## src/rtl/pwm_comparador.sv

```systemverilog
// pwm_comparador: compares the counter against a ramped duty with glitch-free duty updates at period wrap
module pwm_comparador #(
  parameter int N       = 10,
  parameter int STEP    = 64,
  parameter int RAMP_EN = 1
) (
  input  logic         clk,
  input  logic         rst,
  input  logic [N-1:0] z,
  input  logic         enable,
  input  logic [N-1:0] duty_in,
  input  logic         duty_valid,
  output logic         duty_ready,
  output logic         pwm,
  output logic         period_tick,
  output logic [1:0]   state,
  output logic [N-1:0] duty_act
);
  typedef enum logic [1:0] {IDLE = 2'b00, RUN = 2'b01, STOP = 2'b10} state_t;
  localparam logic [N:0]   STEP_W = (N+1)'(STEP);
  localparam logic [N-1:0] STEP_N = N'(STEP);
  state_t st, st_n;
  logic [N-1:0] target, pend_val, act_n, ramp_val, stop_val;
  logic [N:0] up_d, dn_d;
  logic bnd, acc, pending, pending_n;
  assign state = st;
  assign bnd = (z == {N{1'b1}});
  assign acc = duty_valid && duty_ready;
  assign pending_n = acc || (pending && !bnd);
  assign up_d = {1'b0, target} - {1'b0, duty_act};
  assign dn_d = {1'b0, duty_act} - {1'b0, target};
  assign ramp_val = (RAMP_EN == 0) ? target :
                    (target > duty_act) ? ((up_d > STEP_W) ? duty_act + STEP_N : target) :
                    ((dn_d > STEP_W) ? duty_act - STEP_N : target);
  assign stop_val = (RAMP_EN != 0 && {1'b0, duty_act} > STEP_W) ? duty_act - STEP_N : '0;
  // next state and next applied duty; both only move on a wrap edge
  always_comb begin
    st_n = st;
    act_n = duty_act;
    if (bnd) begin
      case (st)
        IDLE: begin
          act_n = '0;
          if (enable) begin
            st_n = RUN;
            act_n = ramp_val;
          end
        end
        RUN: begin
          if (!enable) st_n = STOP;
          else act_n = ramp_val;
        end
        STOP: begin
          if (enable) st_n = RUN;
          else begin
            act_n = stop_val;
            if (duty_act == '0) st_n = IDLE;
          end
        end
        default: begin
          st_n = IDLE;
          act_n = '0;
        end
      endcase
    end
  end
  // handshake, shadow duty, FSM state and registered outputs
  always_ff @(posedge clk or negedge rst) begin
    if (!rst) begin
      st          <= IDLE;
      duty_act    <= '0;
      target      <= '0;
      pend_val    <= '0;
      pending     <= 1'b0;
      duty_ready  <= 1'b1;
      pwm         <= 1'b0;
      period_tick <= 1'b0;
    end else begin
      if (acc) pend_val <= duty_in;
      if (bnd && pending) target <= pend_val;
      pending     <= pending_n;
      duty_ready  <= !pending_n;
      st          <= st_n;
      duty_act    <= act_n;
      pwm         <= (st != IDLE) && (z < duty_act);
      period_tick <= bnd;
    end
  end
endmodule

```

## config.mk

```make
export PLATFORM = sky130hd
export DESIGN_NAME = pwm_comparador
export DESIGN_NICKNAME = d
export VERILOG_FILES = /design/src/rtl/pwm_comparador.sv
export SDC_FILE = /design/constraint.sdc
export NUM_CORES = 1
export LEC_CHECK = 0
export CELL_PAD_IN_SITES_DETAIL_PLACEMENT = 0
export CELL_PAD_IN_SITES_GLOBAL_PLACEMENT = 2
export CORE_MARGIN = 3
export CORE_UTILIZATION = 37
export DETAILED_ROUTE_END_ITERATION = 6
export PLACE_DENSITY = 0.9
export SYNTH_ARGS = -nofsm -noshare
export SYNTH_HDL_FRONTEND = slang
export SYNTH_SLANG_ARGS = --single-unit
```

## constraint.sdc

```tcl
create_clock -name clk -period 7.9 [get_ports clk]
set_input_delay 1.58 -clock clk [delete_from_list [all_inputs] [get_ports clk]]
set_output_delay 1.58 -clock clk [all_outputs]
set_load 0.05 [all_outputs]
```

==> flow_summary.json, run 1 <==
{
  "status": "complete, no violations",
  "fillCellCount": 758,
  "coreArea_um2": 7447,
  "rows": 31,
  "wl_per_cell_um": 16.23,
  "busiest_layer": "met2",
  "critPathArrivalTime_ns": 4.25,
  "ios": 39,
  "syn_nets": 389,
  "drv_slew": 0,
  "root_buffer": "clkbuf_8",
  "synth.area.top_cells": "dfrtp_1 30%, ha_1 14%, nand2_1 5.0%, o21ai_0 4.3%, mux2_2 3.8%",
  "clk_pin_slew_ns": 0.07,
  "post-route-cell-area_um2": 3481,
  "ant_nets": 0,
  "ff_latch_area_um2": 902.1,
  "min_path_type": "flip-flop to flip-flop",
  "die_width_um": 94.98,
  "clock_sinks": 36,
  "synth_top_flop_cell": "dfrtp_1",
  "synth-edff-count": 0,
  "drtIter0Drc": 127,
  "worst_skew_pair.late_latency_ns": 0.28,
  "required_ns": 8.06,
  "multi_input_area_um2": 1877,
  "antenna_found_initial": 0,
  "internal-power_uw": 329.8,
  "place_area_um2": 3392,
  "cts.repair.resized": 0,
  "dr_total_vias": 2508,
  "yosysTopAreaCell": "dfrtp_1",
  "drive_gt1_share_pct": 7.902,
  "power.share.sequential_pct": 47.6,
  "numPortBuffers": 38,
  "grt_first_pass_wirelength_um": 12430,
  "drc": 0,
  "htree_levels": 2,
  "power_density_nw_per_um2": 135.6,
  "cp-end-kind": "flip-flop",
  "grtUsageMet2_pct": 30.12,
  "switchingPower_uw": 142.1,
  "fmax_mhz": 244.9,
  "cts_buffer_depth": 2,
  "initial_core_util_pct": 39.33,
  "final_common_cell": "nand2_1",
  "viasPerCell": 5.382,
  "first_global_vias": 2480,
  "slew_headroom_pct": 56.52,
  "most-common-layout-cells": "39 x nand2_1, 38 x clkdlybuf4s50_1, 35 x dfrtp_1",
  "cp_max_fo": 8,
  "post_cts_buffers": 0,
  "syn_area_um2": 2929,
  "cts_tree": "done",
  "routed_wl_um": 7561,
  "diodes": 0,
  "syn_to_final_growth_pct": 18.84,
  "ys_seq_elements": 36,
  "rrSetupSlack_ns": 4.32,
  "grt_remaining_overflow": 0,
  "dieHeight_um": 94.98,
  "grt_use_total_pct": 17.96,
  "setup_violations": 0,
  "firstDrtPassIters": 4,
  "leakagePower_nw": 1.496,
  "rsz0062_at_grt": "no",
  "grt_max_degree": 37,
  "met1_usage_pct": 24.42,
  "cts.hold.buffers_added": 0,
  "finalCriticalPeriod_ns": 4.083,
  "dp_hpwl_um": 6122,
  "syn_inst": 331,
  "die-area_um2": 9020,
  "startpoint_type": "input port",
  "nets": 424,
  "max_slew.worst_pin.slew_ns": 0.6483,
  "hold_viol": 0,
  "swShare_pct": 30.11,
  "synth.distinct_cells": 62,
  "ys_seq_area_share_pct": 30.80,
  "crit_type": "input port to flip-flop",
  "min_period_over_period_pct": 51.69,
  "clock_skew_ns": 0.007729,
  "synth_top_area_share_pct": 29.90,
  "clkPwrFrac_pct": 27.3,
  "tns_ns": 0,
  "vdd_drop_max_uv": 118.3,
  "cap_violations": 0,
  "place_congestion": 0.8213,
  "pwr-share-comb_pct": 25.1,
  "grt_use_met3_pct": 2.151,
  "numCtsBuffers": 5,
  "ys_warn_count": 0,
  "avgSynthCellArea_um2": 8.849,
  "synthArstFlopShare_pct": 100.0
}
kinds of logic (layout without fill, tap and decap cells):
logic type,Yosys count,after routing,synth area share (%)
buffers and inverters,38,74,5.126
adders and majority gates,34,34,14.78
xor gates and xnor gates,10,10,2.990
and+or+nand+nor,101,101,17.64
muxes,15,15,5.596
DFF,36,36,30.80
AOI/OAI and AO/OA,97,97,23.07
sequential cells by signal, indices dropped and copies added (netlist names):
name	flops
period_tick	1
duty_act	10
duty_ready	1
pending	1
state	2
pwm	1
target	10
pend_val	10
path summary, 6_finish.rpt:
check / from / end / cells after the start
min: pend_val[1]$_DFFE_PN0P_ / target[1]$_DFFE_PN0P_ / 2
max reg2reg: duty_act[6]$_DFFE_PN0P_ / duty_act[2]$_DFFE_PN0P_ / 10
min reg2reg: pend_val[1]$_DFFE_PN0P_ / target[1]$_DFFE_PN0P_ / 2
max in group asynchronous: rst / duty_ready$_DFF_PN1_ / 2
max: z[4] / duty_act[2]$_DFFE_PN0P_ / 9
min in group asynchronous: rst / pwm$_DFF_PN0_ / 2
synthesized netlist by cell type, drive strengths merged (2+ instances only):
cell type,count
a211o,2
a211oi,6
a21o,6
a21oi,18
a221oi,3
a311oi,2
and2,4
buf,8
clkbuf,3
dfrtp,35
ha,33
inv,27
mux2,11
mux2i,4
nand2,39
nand2b,7
nand3,10
nand3b,2
nand4,2
nor2,12
nor2b,6
nor3,4
nor3b,2
nor4,3
o2111ai,2
o211a,2
o211ai,4
o21a,2
o21ai,30
o221ai,2
o2bb2ai,7
or2,4
or4,2
xnor2,6
xor2,4
power by group through the flow:
stage	Combinational [mW]	Clock (mW)	Sequential [mW]
finish	0.118	0.129	0.225
global route	0.133	0.142	0.228
CTS	0.119	0.135	0.225
detailed placement	0.119	0	0.228
global placement	0.117	0	0.228
floorplan	0.0755	0	0.230
layout make-up:
cell class | count | share of cell area [%]
clock buffer | 6 | 2.085
clock inverter | 2 | 0.4673
inverter | 27 | 2.912
multi-input combinational | 257 | 53.92
sequential | 36 | 25.92
tap | 99 | 3.559
timing repair buffer | 39 | 11.14
stage by stage:
stage | worst slack [ns] | total power [mW] | utilization, % | hold slack, ns | instances
4_1_cts | 3.849 | 0.4792 | 46.74 | 0.4829 | 466
3_5_place_dp | 3.545 | 0.3472 | 45.55 | 0.4649 | 458
6_report | 3.817 | 0.4719 | 46.74 | 0.4788 | 466
3_3_place_gp | 3.631 | 0.3448 | 45.55 | 0.4587 | 458
2_1_floorplan | 4.321 | 0.3058 | - | 0.4444 | 331
5_1_grt | 3.677 | 0.5027 | 46.74 | 0.5131 | 466
routing by layer:
layer  part of all wire, %  vias up
met1                    48     1191
li1                      -     1267
met3                   2.4        7
met5                     0        -
met2                    48       43
met4                   1.2        0
critical path, cell delays in order:
cell	delay, ns
clkdlybuf4s50_1	0.50
nand2_1	0.08
or4_1	0.67
nor2_1	0.17
and2_1	0.23
nand2_1	0.15
o32a_4	0.47
a21bo_4	0.26
o2bb2ai_1	0.13
(Power assumes the default switching activity.)
==> inputs of run 2 (changes only) <==
--- a/config.mk
+++ b/config.mk
@@ -8,9 +8,9 @@
 export CELL_PAD_IN_SITES_DETAIL_PLACEMENT = 0
 export CELL_PAD_IN_SITES_GLOBAL_PLACEMENT = 2
 export CORE_MARGIN = 3
-export CORE_UTILIZATION = 37
+export CORE_UTILIZATION = 31
 export DETAILED_ROUTE_END_ITERATION = 6
-export PLACE_DENSITY = 0.9
+export PLACE_DENSITY = 0.81
 export SYNTH_ARGS = -nofsm -noshare
 export SYNTH_HDL_FRONTEND = slang
 export SYNTH_SLANG_ARGS = --single-unit
==> constraint.sdc (replaced) <==
create_clock -name clk -period 3.4 [get_ports clk]
set_input_delay 0.68 -clock clk [delete_from_list [all_inputs] [get_ports clk]]
set_output_delay 0.68 -clock clk [all_outputs]
set_load 0.05 [all_outputs]
==> run 2 against run 1 <==
First-iteration DRC count shrank 29%. Die area increased by 18%. Global-route usage down 2.4 points. Critical path type is now flip-flop to flip-flop. Clock power grew 140%. Critical endpoint is now duty_act[0]$_DFFE_PN0P_. Total power grew 140%. Highest routed layer unchanged.
==> flow_summary.json, run 2 (synthesis results as in run 1) <==
{
  "antenna_found_initial": 0,
  "drtIter0Drc": 90,
  "status": "complete, no violations",
  "place_area_um2": 3488,
  "syn_to_final_growth_pct": 22.47,
  "dr_total_vias": 2575,
  "drive_gt1_share_pct": 11.61,
  "clock_sinks": 36,
  "grt_remaining_overflow": 0,
  "power_mw": 1.116,
  "r2r_cells": 12,
  "most-common-layout-cells": "39 x nand2_1, 37 x clkdlybuf4s50_1, 35 x dfrtp_1",
  "fillCellCount": 910,
  "post-route-cell-area_um2": 3587,
  "startpoint_type": "flip-flop",
  "coreArea_um2": 8934,
  "worst_skew_pair.late_latency_ns": 0.28,
  "power_density_nw_per_um2": 311.1,
  "dp_hpwl_um": 6404,
  "numPortBuffers": 38,
  "finalCriticalPeriod_ns": 3.217,
  "cp-end-kind": "flip-flop",
  "grt_use_total_pct": 15.59,
  "drv_slew": 0,
  "rrSetupSlack_ns": 0.18,
  "hp-start": "pend_val[6]$_DFFE_PN0P_",
  "reg.largest.list": "duty_act x10, pend_val x10, target x10",
  "nets": 436,
  "grt_first_pass_wirelength_um": 12670,
  "root_buffer": "clkbuf_8",
  "holdPathEnd": "target[6]$_DFFE_PN0P_",
  "fin_util_pct": 40.15,
  "min_period_over_period_pct": 94.62,
  "viasPerCell": 5.287,
  "diodes": 0,
  "rows": 34,
  "final_common_cell": "nand2_1",
  "htree_levels": 2,
  "min_path_type": "flip-flop to flip-flop",
  "routed_wl_um": 7878,
  "vdd_drop_max_uv": 279.0,
  "r2r_start": "target[0]$_DFFE_PN0P_",
  "cts_tree": "done",
  "finalHoldWorstSlack_ns": 0.4702,
  "clock_skew_ns": 0.006303,
  "multi_input_area_um2": 1883,
  "post_cts_buffers": 0,
  "setup_violations": 0,
  "slew_headroom_pct": 47.80,
  "wl_per_cell_um": 16.18,
  "die-area_um2": 10650,
  "hold_viol": 0,
  "dieHeight_um": 103.2,
  "cts_buffer_depth": 2,
  "cap_violations": 0,
  "drc": 0,
  "place_congestion": 0.9040,
  "ff_latch_area_um2": 902.1,
  "first_global_vias": 2446,
  "rsz0062_at_grt": "no",
  "leakagePower_nw": 1.565,
  "required_ns": 3.57,
  "die_width_um": 103.2,
  "ant_nets": 0,
  "crit_type": "flip-flop to flip-flop",
  "cp_max_fo": 8,
  "tns_ns": 0,
  "numCtsBuffers": 5,
  "fmax_mhz": 310.9,
  "max_slew.worst_pin.slew_ns": 0.7830,
  "ios": 39,
  "min_path_cells": 2,
  "firstDrtPassIters": 4,
  "clk_pin_slew_ns": 0.07,
  "r2r_end": "duty_act[0]$_DFFE_PN0P_",
  "critPathArrivalTime_ns": 3.39,
  "initial_core_util_pct": 32.79,
  "grt_max_degree": 37
}
[run 2: per-stage QoR]
step | cells | worst slack [ns]
after global routing | 487 | 0.009256
final | 487 | 0.1831
after floorplan | 331 | 0.1830
after global placement | 479 | 0.07854
after CTS | 487 | 0.1428
after detailed placement | 479 | 0.04307
[run 2: final cells by class]
class	instances	share of cell area, %
Timing Repair Buffer	51	13.18
Inverter	27	2.825
Multi-Input combinational cell	257	52.49
Sequential cell	36	25.15
Clock inverter	2	0.2790
Tap cell	108	3.767
Clock buffer	6	2.302
[run 2: worst max path at each step]
stage / startpoint / to / slack, ns / cells after the start
floorplan: duty_act[0]$_DFFE_PN0P_ / duty_act[0]$_DFFE_PN0P_ / 0.18 / 11
global placement: z[8] / duty_act[4]$_DFFE_PN0P_ / 0.08 / 9
detailed placement: z[9] / duty_act[0]$_DFFE_PN0P_ / 0.04 / 9
CTS: target[0]$_DFFE_PN0P_ / duty_act[0]$_DFFE_PN0P_ / 0.14 / 12
global route: duty_act[5]$_DFFE_PN0P_ / duty_act[5]$_DFFE_PN0P_ / 0.009 / 10
finish: target[0]$_DFFE_PN0P_ / duty_act[0]$_DFFE_PN0P_ / 0.18 / 12
[run 2: layer usage]
layer / global-route usage [%] / vias up / wire length (µm)
met5: 0 / - / 0
met4: 5.279 / 0 / 114
met3: 1.476 / 8 / 374
met2: 26.34 / 64 / 3897
met1: 20.92 / 1221 / 3491
li1: - / 1282 / -
[run 2: power breakdown]
group | switching [mW] | internal (mW) | leakage, nW
registers | 0.0316 | 0.487 | 0.399
logic | 0.149 | 0.141 | 1.12
clock network | 0.146 | 0.162 | 0.0510
[run 2: what timing repair did]
action | in CTS | in global routing
hold buffers | 0 | 0
resized for setup | 0 | 1
endpoints found under the setup margin | 0 | 6
[run 2: worst max-delay path: stages, from the launching register on]
cell	delay [ns]
dfrtp_1	0.38
inv_1	0.10
ha_1	0.25
inv_1	0.08
fa_1	0.42
a21o_1	0.19
a211oi_1	0.23
o21bai_1	0.11
a221oi_2	0.31
o2111ai_2	0.24
o32a_4	0.42
a21bo_4	0.26
o2bb2ai_1	0.12
==> inputs of run 3 (changes only) <==
--- a/config.mk
+++ b/config.mk
@@ -7,7 +7,7 @@
 export LEC_CHECK = 0
 export CELL_PAD_IN_SITES_DETAIL_PLACEMENT = 0
 export CELL_PAD_IN_SITES_GLOBAL_PLACEMENT = 2
-export CORE_MARGIN = 3
+export CORE_MARGIN = 1.5
 export CORE_UTILIZATION = 31
 export DETAILED_ROUTE_END_ITERATION = 6
 export PLACE_DENSITY = 0.81
==> constraint.sdc (replaced) <==
create_clock -name clk -period 3.4 [get_ports clk]
set_input_delay 0.68 -clock clk [delete_from_list [all_inputs] [get_ports clk]]
set_output_delay 0.68 -clock clk [all_outputs]
set_load 0.02 [all_outputs]
==> run 3 against run 2 <==
Clock power is 1% higher. Largest power group unchanged. Via count rose by 0.16%. Global-route usage grew 0.85 points. Register-to-register slack barely moved. Cell count is 0.82% higher. Critical path depth is the same.
==> flow_summary.json, run 3 (synthesis results as in run 1) <==
{
  "status": "complete, no violations",
  "first_global_vias": 2596,
  "syn_to_final_growth_pct": 22.68,
  "crit_family": "compound AO/OA/AOI/OAI gates",
  "dr_total_vias": 2579,
  "grt_remaining_overflow": 0,
  "die_width_um": 100.2,
  "routed_wl_um": 7878,
  "slew_headroom_pct": 46.15,
  "grt_first_pass_wirelength_um": 13050,
  "firstDrtPassIters": 4,
  "post-route-cell-area_um2": 3593,
  "dieHeight_um": 100.2,
  "post_cts_buffers": 0,
  "rsz0062_at_grt": "no",
  "fin_util_pct": 39.07,
  "place_ws_ns": 0.08353,
  "critPathArrivalTime_ns": 3.39,
  "crit_type": "flip-flop to flip-flop",
  "diodes": 0,
  "startpoint_type": "flip-flop",
  "initial_core_util_pct": 31.85,
  "drc": 0,
  "power_mw": 1.107,
  "cp-end-kind": "flip-flop",
  "worst_skew_pair.late_latency_ns": 0.28,
  "min_path_type": "flip-flop to flip-flop",
  "dp_hpwl_um": 6312,
  "coreArea_um2": 9196,
  "cts_buffer_depth": 2,
  "reg.largest.list": "duty_act x10, pend_val x10, target x10",
  "cts.hold.buffers_added": 0,
  "slowest_stage": "fa_1",
  "cp_common_cell": "inv_1",
  "viasPerCell": 5.253,
  "final_common_cell": "nand2_1",
  "cap_violations": 0,
  "ff_latch_area_um2": 902.1,
  "crit_path_max_incr_delay_ns": 0.42,
  "fmax_mhz": 310.7,
  "most-common-layout-cells": "39 x nand2_1, 37 x clkdlybuf4s50_1, 35 x dfrtp_1",
  "numPortBuffers": 38,
  "vdd_drop_max_uv": 265.8,
  "place_area_um2": 3500,
  "required_ns": 3.57,
  "drv_slew": 0,
  "worst-path-buf-inv": 2,
  "root_buffer": "clkbuf_8",
  "clock_sinks": 36,
  "antenna_found_initial": 0,
  "multi_input_area_um2": 1877,
  "grt_max_degree": 37,
  "cts_tree": "done",
  "path_cells": "inv_1, ha_1, inv_1, fa_1, a21o_1, a211oi_1, o21bai_1, a221oi_2, o2111ai_1, o32a_4, a21bo_4, o2bb2ai_1",
  "cts.repair.resized": 0,
  "numCtsBuffers": 5,
  "tns_ns": 0,
  "rows": 35,
  "power_density_nw_per_um2": 308.0,
  "ant_nets": 0,
  "cp_max_fo": 8,
  "hold_viol": 0,
  "setup_violations": 0,
  "wl_per_cell_um": 16.04,
  "fillCellCount": 919,
  "htree_levels": 2,
  "drtIter0Drc": 85,
  "ios": 39,
  "die-area_um2": 10040,
  "finalCriticalPeriod_ns": 3.219,
  "leakagePower_nw": 1.563,
  "max_slew.worst_pin.slew_ns": 0.8078,
  "clk_pin_slew_ns": 0.07,
  "clock_skew_ns": 0.008664,
  "grt_use_total_pct": 16.45,
  "nets": 437,
  "drive_gt1_share_pct": 11.32,
  "place_congestion": 0.8307,
  "layout_setup_ws_ns": 0.1811,
  "min_period_over_period_pct": 94.67
}
[run 3: cell types whose count changed in the layout (fill, tap and decap cells not counted), sizes merged]
| cell | before | now |
|---|---|---|
| buf | 14 | 15 |
| clkbuf | 6 | 7 |
| clkinv | 2 | 0 |
| clkinvlp | 0 | 1 |
[run 3: area by class of cell]
type,instances,share of cell area (%)
multi-input combinational,257,52.23
sequential,36,25.10
timing repair buffer,52,13.37
tap,111,3.865
inverter,27,2.820
clock buffer,7,2.403
clock inverter,1,0.2089
[run 3: power by group]
group | internal (mW) | leakage (nW) | switching (mW)
Combinational | 0.139 | 1.12 | 0.138
Sequential | 0.487 | 0.399 | 0.0315
Clock | 0.165 | 0.0445 | 0.146
[run 3: routing by layer]
layer / global-route usage, % / up-vias / share of wire, %
li1: - / 1294 / -
met1: 21.87 / 1217 / 46
met2: 27.58 / 55 / 48
met3: 1.393 / 13 / 3.0
met4: 6.717 / 0 / 3.0
met5: 0 / - / 0
[run 3: final timing paths]
kind	end	from	depth (start not counted)	slack (ns)
setup / recovery	duty_act[1]$_DFFE_PN0P_	target[0]$_DFFE_PN0P_	12	0.18
hold / removal	target[8]$_DFFE_PN0P_	pend_val[8]$_DFFE_PN0P_	2	0.47
setup reg to reg	duty_act[1]$_DFFE_PN0P_	target[0]$_DFFE_PN0P_	12	0.18
hold reg to reg	target[8]$_DFFE_PN0P_	pend_val[8]$_DFFE_PN0P_	2	0.47
max in group asynchronous	pend_val[6]$_DFFE_PN0P_	rst	1	2.40
min in group asynchronous	pwm$_DFF_PN0_	rst	1	0.48
[run 3: through the flow]
step,hold WS [ns],instances
2_1_floorplan,0.3844,331
3_3_place_gp,0.4569,483
3_5_place_dp,0.4631,483
4_1_cts,0.4707,491
5_1_grt,0.4973,491
6_report,0.4666,491
[run 3: worst min-delay path: stages (launching register included)]
cell,delay (ns)
dfrtp_1,0.34
nand2_1,0.04
o21ai_0,0.06
